**config.mk**
```make
export PLATFORM = sky130hd
export DESIGN_NAME = oh_aoi_pipe
export DESIGN_NICKNAME = d
export VERILOG_FILES = /design/src/rtl/oh_aoi_pkg.sv /design/src/rtl/oh_aoi_stage.sv /design/src/rtl/oh_aoi_pipe.sv
export SDC_FILE = /design/constraint.sdc
export NUM_CORES = 1
export LEC_CHECK = 0
export CORE_MARGIN = 5
export CORE_UTILIZATION = 31
export CTS_BUF_LIST = sky130_fd_sc_hd__clkbuf_4 sky130_fd_sc_hd__clkbuf_8
export DETAILED_ROUTE_END_ITERATION = 7
export DONT_BUFFER_PORTS = 1
export GPL_TIMING_DRIVEN = 0
export PLACE_DENSITY = 0.58
export SLEW_MARGIN = 20
export SYNTH_ARGS = -nofsm -noshare
export SYNTH_HDL_FRONTEND = slang
export SYNTH_HIERARCHICAL = 1
export SYNTH_SLANG_ARGS = --single-unit
```
**constraint.sdc**
```tcl
create_clock -name clk -period 1.93 [get_ports clk]
set_clock_uncertainty 0.2 [all_clocks]
set_input_delay 0.4825 -clock clk [delete_from_list [all_inputs] [get_ports clk]]
set_output_delay 0.4825 -clock clk [all_outputs]
set_load 0.05 [all_outputs]
```
**src/rtl/oh_aoi_pkg.sv**
```systemverilog
// Shared mode encodings and operand addressing for the oh_aoi pipelined AOI cell.
package oh_aoi_pkg;

  localparam logic [1:0] AOI = 2'b00;
  localparam logic [1:0] AO  = 2'b01;
  localparam logic [1:0] OAI = 2'b10;
  localparam logic [1:0] OA  = 2'b11;

  // Bit offset of term t, input k inside the flat operand bus.
  function automatic int unsigned term_off(input int unsigned t,
                                           input int unsigned k,
                                           input int unsigned kn,
                                           input int unsigned dw);
    return ((t * kn) + k) * dw;
  endfunction

endpackage

```
**src/rtl/oh_aoi_stage.sv**
```systemverilog
// One valid/ready pipeline stage: DW-bit data register plus valid bit, bubble-collapsing enable.
module oh_aoi_stage
  import oh_aoi_pkg::*;
#(
  parameter int unsigned DW = 1
) (
  input  logic          clk,
  input  logic          nreset,
  input  logic          en_out,
  input  logic          valid_in,
  input  logic [DW-1:0] data_in,
  output logic          en_in,
  output logic          valid,
  output logic [DW-1:0] data
);

  // An empty stage always accepts; a full one only when downstream moves.
  assign en_in = ~valid | en_out;

  always_ff @(posedge clk or negedge nreset) begin
    if (!nreset) begin
      valid <= 1'b0;
      data  <= '0;
    end else if (en_in) begin
      valid <= valid_in;
      data  <= data_in;
    end
  end

endmodule

```
**src/rtl/oh_aoi_pipe.sv**
```systemverilog
// Pipelined AND-OR-INVERT / OR-AND-INVERT cell with valid/ready stages and a saturating beat counter.
module oh_aoi_pipe
  import oh_aoi_pkg::*;
#(
  parameter int unsigned DW     = 1,
  parameter int unsigned N      = 2,
  parameter int unsigned K      = 2,
  parameter int unsigned STAGES = 1,
  parameter int unsigned CW     = 16
) (
  input  logic              clk,
  input  logic              nreset,
  input  logic              in_valid,
  output logic              in_ready,
  input  logic [1:0]        mode,
  input  logic [N*K*DW-1:0] in,
  output logic              out_valid,
  input  logic              out_ready,
  output logic [DW-1:0]     z,
  output logic [CW-1:0]     cnt,
  input  logic              cnt_clear
);

  localparam logic [CW-1:0] CNT_MAX = '1;

  logic [DW-1:0] and_term;
  logic [DW-1:0] or_term;
  logic [DW-1:0] sop;
  logic [DW-1:0] pos;
  logic [DW-1:0] f;

  // Sum-of-products and product-of-sums are both formed; mode picks one.
  always_comb begin
    sop      = '0;
    pos      = '1;
    and_term = '0;
    or_term  = '0;
    for (int unsigned t = 0; t < N; t++) begin
      and_term = '1;
      or_term  = '0;
      for (int unsigned k = 0; k < K; k++) begin
        and_term = and_term & in[term_off(t, k, K, DW) +: DW];
        or_term  = or_term  | in[term_off(t, k, K, DW) +: DW];
      end
      sop = sop | and_term;
      pos = pos & or_term;
    end
  end

  always_comb begin
    f = pos;
    case (mode)
      AOI:     f = ~sop;
      AO:      f = sop;
      OAI:     f = ~pos;
      default: f = pos;
    endcase
  end

  generate
    if (STAGES == 0) begin : g_pass
      assign z         = f;
      assign out_valid = in_valid;
      assign in_ready  = out_ready;
    end else begin : g_pipe
      for (genvar i = 0; i < STAGES; i++) begin : g_stage
        logic          en_w;
        logic          en_nxt;
        logic          vld_w;
        logic          vin;
        logic [DW-1:0] dat_w;
        logic [DW-1:0] din;

        if (i == STAGES - 1) begin : g_last
          assign en_nxt = out_ready;
        end else begin : g_mid
          assign en_nxt = g_stage[i+1].en_w;
        end

        if (i == 0) begin : g_first
          assign vin = in_valid;
          assign din = f;
        end else begin : g_next
          assign vin = g_stage[i-1].vld_w;
          assign din = g_stage[i-1].dat_w;
        end

        oh_aoi_stage #(.DW(DW)) u_stage (
          .clk      (clk),
          .nreset   (nreset),
          .en_out   (en_nxt),
          .valid_in (vin),
          .data_in  (din),
          .en_in    (en_w),
          .valid    (vld_w),
          .data     (dat_w)
        );
      end

      assign in_ready  = g_stage[0].en_w;
      assign out_valid = g_stage[STAGES-1].vld_w;
      assign z         = g_stage[STAGES-1].dat_w;
    end
  endgenerate

  // Delivered-beat counter; clear wins over an increment and the count never wraps.
  always_ff @(posedge clk or negedge nreset) begin
    if (!nreset) begin
      cnt <= '0;
    end else if (cnt_clear) begin
      cnt <= '0;
    end else if (out_valid && out_ready && (cnt != CNT_MAX)) begin
      cnt <= cnt + CW'(1);
    end
  end

endmodule

```
* Yosys cells after proc, flatten, opt, wreduce, memory -nomap -nowiden
Cells that the tools add are included.
** Storage, ports and cells
- Flip-flop bits (word level) :: 18
- Output and inout bits :: 19
- Input port bits :: 11
- Word-level logic and storage cells :: 24
** Operators by class
- $add $sub $neg :: 1
- Bitwise gates (word level) :: 10
- Multiplexer cells :: 3
- Reductions and logical operators :: 4
- Eq/ne operators :: 3
** Operators with widths (number)
- 16-bit two-way mux :: 2
- 16-bit by 1-bit adder with 16-bit output (second input constant) :: 1
- 16-bit != test (second input constant) :: 1
- 1-bit bitwise OR :: 4
- 1-bit AND :: 3
- 1-bit inverter :: 3
- 1-bit one-hot mux with 3 select lines :: 1
- 2-bit by 1-bit equality test with 1-bit output (second input constant) :: 1
- 2-bit equality test (second input constant) :: 1
- 1-bit logical AND :: 2
- 2-bit zero test :: 1
- 2-bit nonzero test :: 1

* Longest topological paths before layout
Gate-level depths: netlist of run 1.
- Depth in word-level cells :: 4
- Gate-level depth with buffers :: 5
- Depth with buffers taken out :: 5

* Modules after synthesis
Netlist of run 1, hierarchy kept.
** By module, submodules not included
- oh_aoi_pipe :: area an instance 965.9 um2, times used 1, seq. area each 400.4 um2, cells an instance 102
- oh_aoi_stage :: area an instance 86.3 um2, times used 1, seq. area each 50.0 um2, cells an instance 5

* Worst setup path after synthesis of run 1
No wires, ideal clock.
- Path type :: flip-flop to flip-flop
- Start point :: reg cnt[0]
- End point :: reg cnt[10]
- Clock period less this slack :: 2.410 ns
- Cell stages (with the launch flop) :: 6
- Setup time :: 0.078 ns
- Data required time :: 1.652 ns
- Setup slack :: -0.480 ns
- Data arrival time :: 2.132 ns
- Path buffers :: 0
- Path through :: dfrtp_1 > ha_1 > nand3_2 > or3_1 > or4_1 > a21oi_1
** On the way
- Word-level cells in the longest chain between the ends :: 3
- Elaborated cells between the ends (all ways) :: 6
- Those cells by class :: 1 x add/sub; 1 x eq/ne; 2 x mux; 2 x reduce/logical
** RTL lines
- start, declared :: RTL line oh_aoi_pipe.sv:20 : output logic [CW-1:0] cnt,
- start signal, assigned :: RTL line oh_aoi_pipe.sv:113 : cnt <= cnt + CW'(1);
- 16-bit by 1-bit adder with 16-bit output / 16-bit != test (equally long branches) :: RTL line oh_aoi_pipe.sv:113, oh_aoi_pipe.sv:112
- 16-bit two-way mux / 1-bit logical AND (equally long branches) :: RTL line oh_aoi_pipe.sv:112 : end else if (out_valid && out_ready && (cnt != CNT_MAX)) begin
- 16-bit two-way mux / 2-bit nonzero test (equally long branches)
Parallel ways exist; a longest one is shown, timed or not. The select of a mux whose other input is x is not followed.
A chain may end at the register's enable or synchronous reset.

* Final worst setup path of run 1
Ends and elaborated chain as after synthesis.

==> results of run 1 <==
-- registers in the layout (all words and copies together), names as in the netlist --
register	count
g_pipe.g_stage.u_stage/valid	1
cnt	16
g_pipe.g_stage.u_stage/data	1
-- worst min-delay path by stage --
| stage | cells past startpoint | startpoint | slack, ns | end |
|---|---|---|---|---|
| 2_1_floorplan | 0 | nreset | -0.01 | cnt[0]$_DFFE_PN0P_ |
| 3_3_place_gp | 0 | nreset | -0.01 | cnt[11]$_DFFE_PN0P_ |
| 3_5_place_dp | 0 | nreset | -0.01 | cnt[9]$_DFFE_PN0P_ |
| 4_1_cts | 1 | in_valid | 0.07 | g_pipe.g_stage[0].u_stage/valid$_DFFE_PN0P_ |
| 5_1_grt | 1 | in_valid | 0.07 | g_pipe.g_stage[0].u_stage/valid$_DFFE_PN0P_ |
| 6_report | 1 | in_valid | 0.08 | g_pipe.g_stage[0].u_stage/valid$_DFFE_PN0P_ |
-- metal layers --
| layer | wire (microns) | part of all wire, % | global-route usage [%] | up-vias |
|---|---|---|---|---|
| met5 | 0 | 0 | 0 | - |
| met4 | 7 | 0.24 | 2.98 | 0 |
| met3 | 211 | 7.3 | 4.43 | 2 |
| met2 | 1480 | 51 | 22.3 | 31 |
| met1 | 1210 | 41 | 14.9 | 489 |
| li1 | - | - | - | 446 |
-- area by class of cell --
class                           count  area share [%]
Sequential cell                    18            33.7
Tap cell                           46            3.97
Buffer                              3           0.862
Clock buffer                        4            2.50
Multi-Input combinational cell     84            50.8
Inverter                            2           0.517
Timing Repair Buffer               13            7.67
-- cells by family (layout without fill, tap and decap cells) --
kind of cell,after synthesis,count (layout)
AOI/OAI and AO/OA,26,26
xor gates and xnor gates,1,1
adders and majority gates,1,1
buffers and inverters,5,22
DFF,18,18
muxes,5,5
and+or+nand+nor,51,51
-- where the power goes --
part	internal [W]	switching (W)
clock network	0.000115	0.000128
logic	0.0000254	0.0000401
registers	0.000388	0.0000433
-- repair_timing --
action | 4_1_cts | 5_1_grt
hold buffers | 1 | 0
endpoints found under the hold margin | 18 | 0
endpoints found under the setup margin | 14 | 15
pin swaps | 13 | 7
setup buffers | 10 | 3
gates resized for setup | 17 | 19
-- cells in the final DEF (no fill, tap or decap), types with 3 or more instances in the layout --
cell type	count
nand2_1	4
buf_6	3
dfrtp_2	10
buf_4	9
nor2_1	6
mux2_4	4
nor4_4	3
dfrtp_4	7
a21oi_1	9
clkbuf_4	3
nor3_1	3
nand3_1	4
o31ai_1	5
-- per-stage QoR --
step	TNS (ns)	utilization, %	instance area [sq um]	total power [W]
floorplan	-0.437	-	1110	0.000474
global placement	-1.55	35.2	1160	0.000483
detailed placement	-2.02	35.2	1160	0.000485
CTS	-1.12	40.7	1350	0.000742
global route	-1.69	43.8	1450	0.000765
finish	-0.925	43.8	1450	0.000739
-- worst max-delay path: stages (launching register included) --
cell and delay (ns):
dfrtp_4 0.58, ha_4 0.18, nand3_4 0.10, or3_4 0.35, or4_4 0.48, a21oi_2 0.12
==> impl_metrics.csv, run 1 <==
group,metric,value,unit
placement,portBuffers,0,
synth,synth_top_family_by_area,"simple AND/OR/NAND/NOR gates",
grt,grt_usage,12.8,%
synth,syn_avg_cell_area,9.83,sq um
synth,synthesis.nets,119,
cells_and_area,antenna_cells,0,
cells_and_area,num-nets-final,137,
die,start_util,31.8,%
setup_path,crit_end,"cnt[10]$_DFFE_PN0P_",
synth,yosys_warnings,6,
grt,first_global_vias,982,
drt,drtIter0Drc,95,
grt,grt_max_degree,19,
placement,pre_cts_ws,-0.263,ns
cells_and_area,syn_to_final_growth,37.9,%
synth,yosysMostFrequentCell,"dfrtp_1",
setup_path,crit_type,"flop to flop",
synth,synth_compound_area_share,15.5,%
run,maxCapViolCount,0,
synth,synth.largest_area_cell,"dfrtp_1",
drt,drc,0,
die,ioPinCount,30,
drt,ant_nets,0,
synth,synth_edf_count,0,
cells_and_area,drive_above_1_share,50.0,%
cells_and_area,ff_latch_area,489,sq um
setup_path,r2r_slack,-0.16,ns
synth,ys_seq_area_share,42.8,%
setup_path,worstReg2RegStart,"cnt[0]$_DFFE_PN0P_",
synth,syn-cell-area,1050,sq um
grt,grt_overflow,0,
synth,yosysTopAreaCellShare,42.8,%
clock_tree,cts_buffers,3,
synth,synthTopCellsByCount,"18 x dfrtp_1, 11 x a21oi_1, 8 x nor2_1",
drt,drt-vias-per-instance,5.69,
cells_and_area,stdcell_count,170,
timing,rsz0062_at_grt,"true",
cells_and_area,fillers,336,
synth,yosys.area_share.simple,32.3,%
clock_tree,htree_levels,1,
clock_tree,cts_tree,"built",
pwr,vdd_drop_max,0.191,mV
cells_and_area,multi_input_area,737,sq um
synth,synth_seq_cells,18,
die,core_area,3310,sq um
pwr,p_leak,0.528,nW
timing,worstMarginPinSlew,0.883,ns
drt,routed_wl,2910,microns
setup_path,worst_setup_path_start_kind,"flop",
synth,synth-xor-area-share,0.832,%
placement,hpwl,1890,microns
timing,final_hold_viol_count,0,
placement,gp_congestion,0.835,
setup_path,arrival,2.12,ns
timing,period_minus_slack,2.09,ns
hold_path,min_path_type,"primary input to flop",
timing,timing.hold.ws,0.0806,ns
setup_path,required,1.96,ns
timing,slew_headroom,40.9,%
setup_path,rr_worst_depth,5,
setup_path,worstSetupStartpoint,"cnt[0]$_DFFE_PN0P_",
timing,max_freq,0.479,GHz
die,die_area,4660,sq um
grt,grt_pass1_wl,4560,microns
synth,synth.area.mux_share,5.59,%
drt,dr.pass1.iters,4,
drt,detailroute.via_count,968,
synth,yosysUniqueCellTypes,39,
timing,finalSetupViolCount,11,
setup_path,worstReg2RegEnd,"cnt[10]$_DFFE_PN0P_",
status,status,"finished with violations",
clock_tree,cts_root_buffer,"clkbuf_4",
synth,synth_fa_ha_area_share,1.19,%
die,dieHeight,68.3,microns
setup_path,crit_fanout,6,
status,violations,"setup timing",
placement,post-place-cells,153,
die,die_x,68.3,microns
grt,antenna_found_initial,0,
setup_path,crit_path_end_kind,"flop",
synth,synthTopCellsByArea,"dfrtp_1 43%, a21oi_1 5.2%, o31ai_1 3.6%",
pwr,power_density,509,nW/um^2
clock_tree,clkSlewWorstSetupHoldPaths,0.11,ns
die,row_count,21,
clock_tree,cts_sinks,18,
clock_tree,cts_max_path_buffers,2,
drt,routedWlPerCell,17.1,microns
timing,drv_slew,0,
timing,setup_ws,-0.159,ns
synth,synth_top_flop_cell,"dfrtp_1",
synth,async_reset_ff_share,100,%
synth,syn-instance-count,107,
timing,timing.final.crit_share,108,%
clock_tree,clkLatencyLatePin,0.29,ns
No activity file was read; power rests on OpenSTA's default activity.
==> run 2, diff against run 1 <==
--- a/config.mk
+++ b/config.mk
@@ -5,6 +5,7 @@
 export SDC_FILE = /design/constraint.sdc
 export NUM_CORES = 1
 export LEC_CHECK = 0
+export ABC_CLOCK_PERIOD_IN_PS = 1930
 export CORE_MARGIN = 5
 export CORE_UTILIZATION = 31
 export CTS_BUF_LIST = sky130_fd_sc_hd__clkbuf_4 sky130_fd_sc_hd__clkbuf_8
==> results of run 2 <==
Final layout, timing and power as in run 1 (identical DEF).
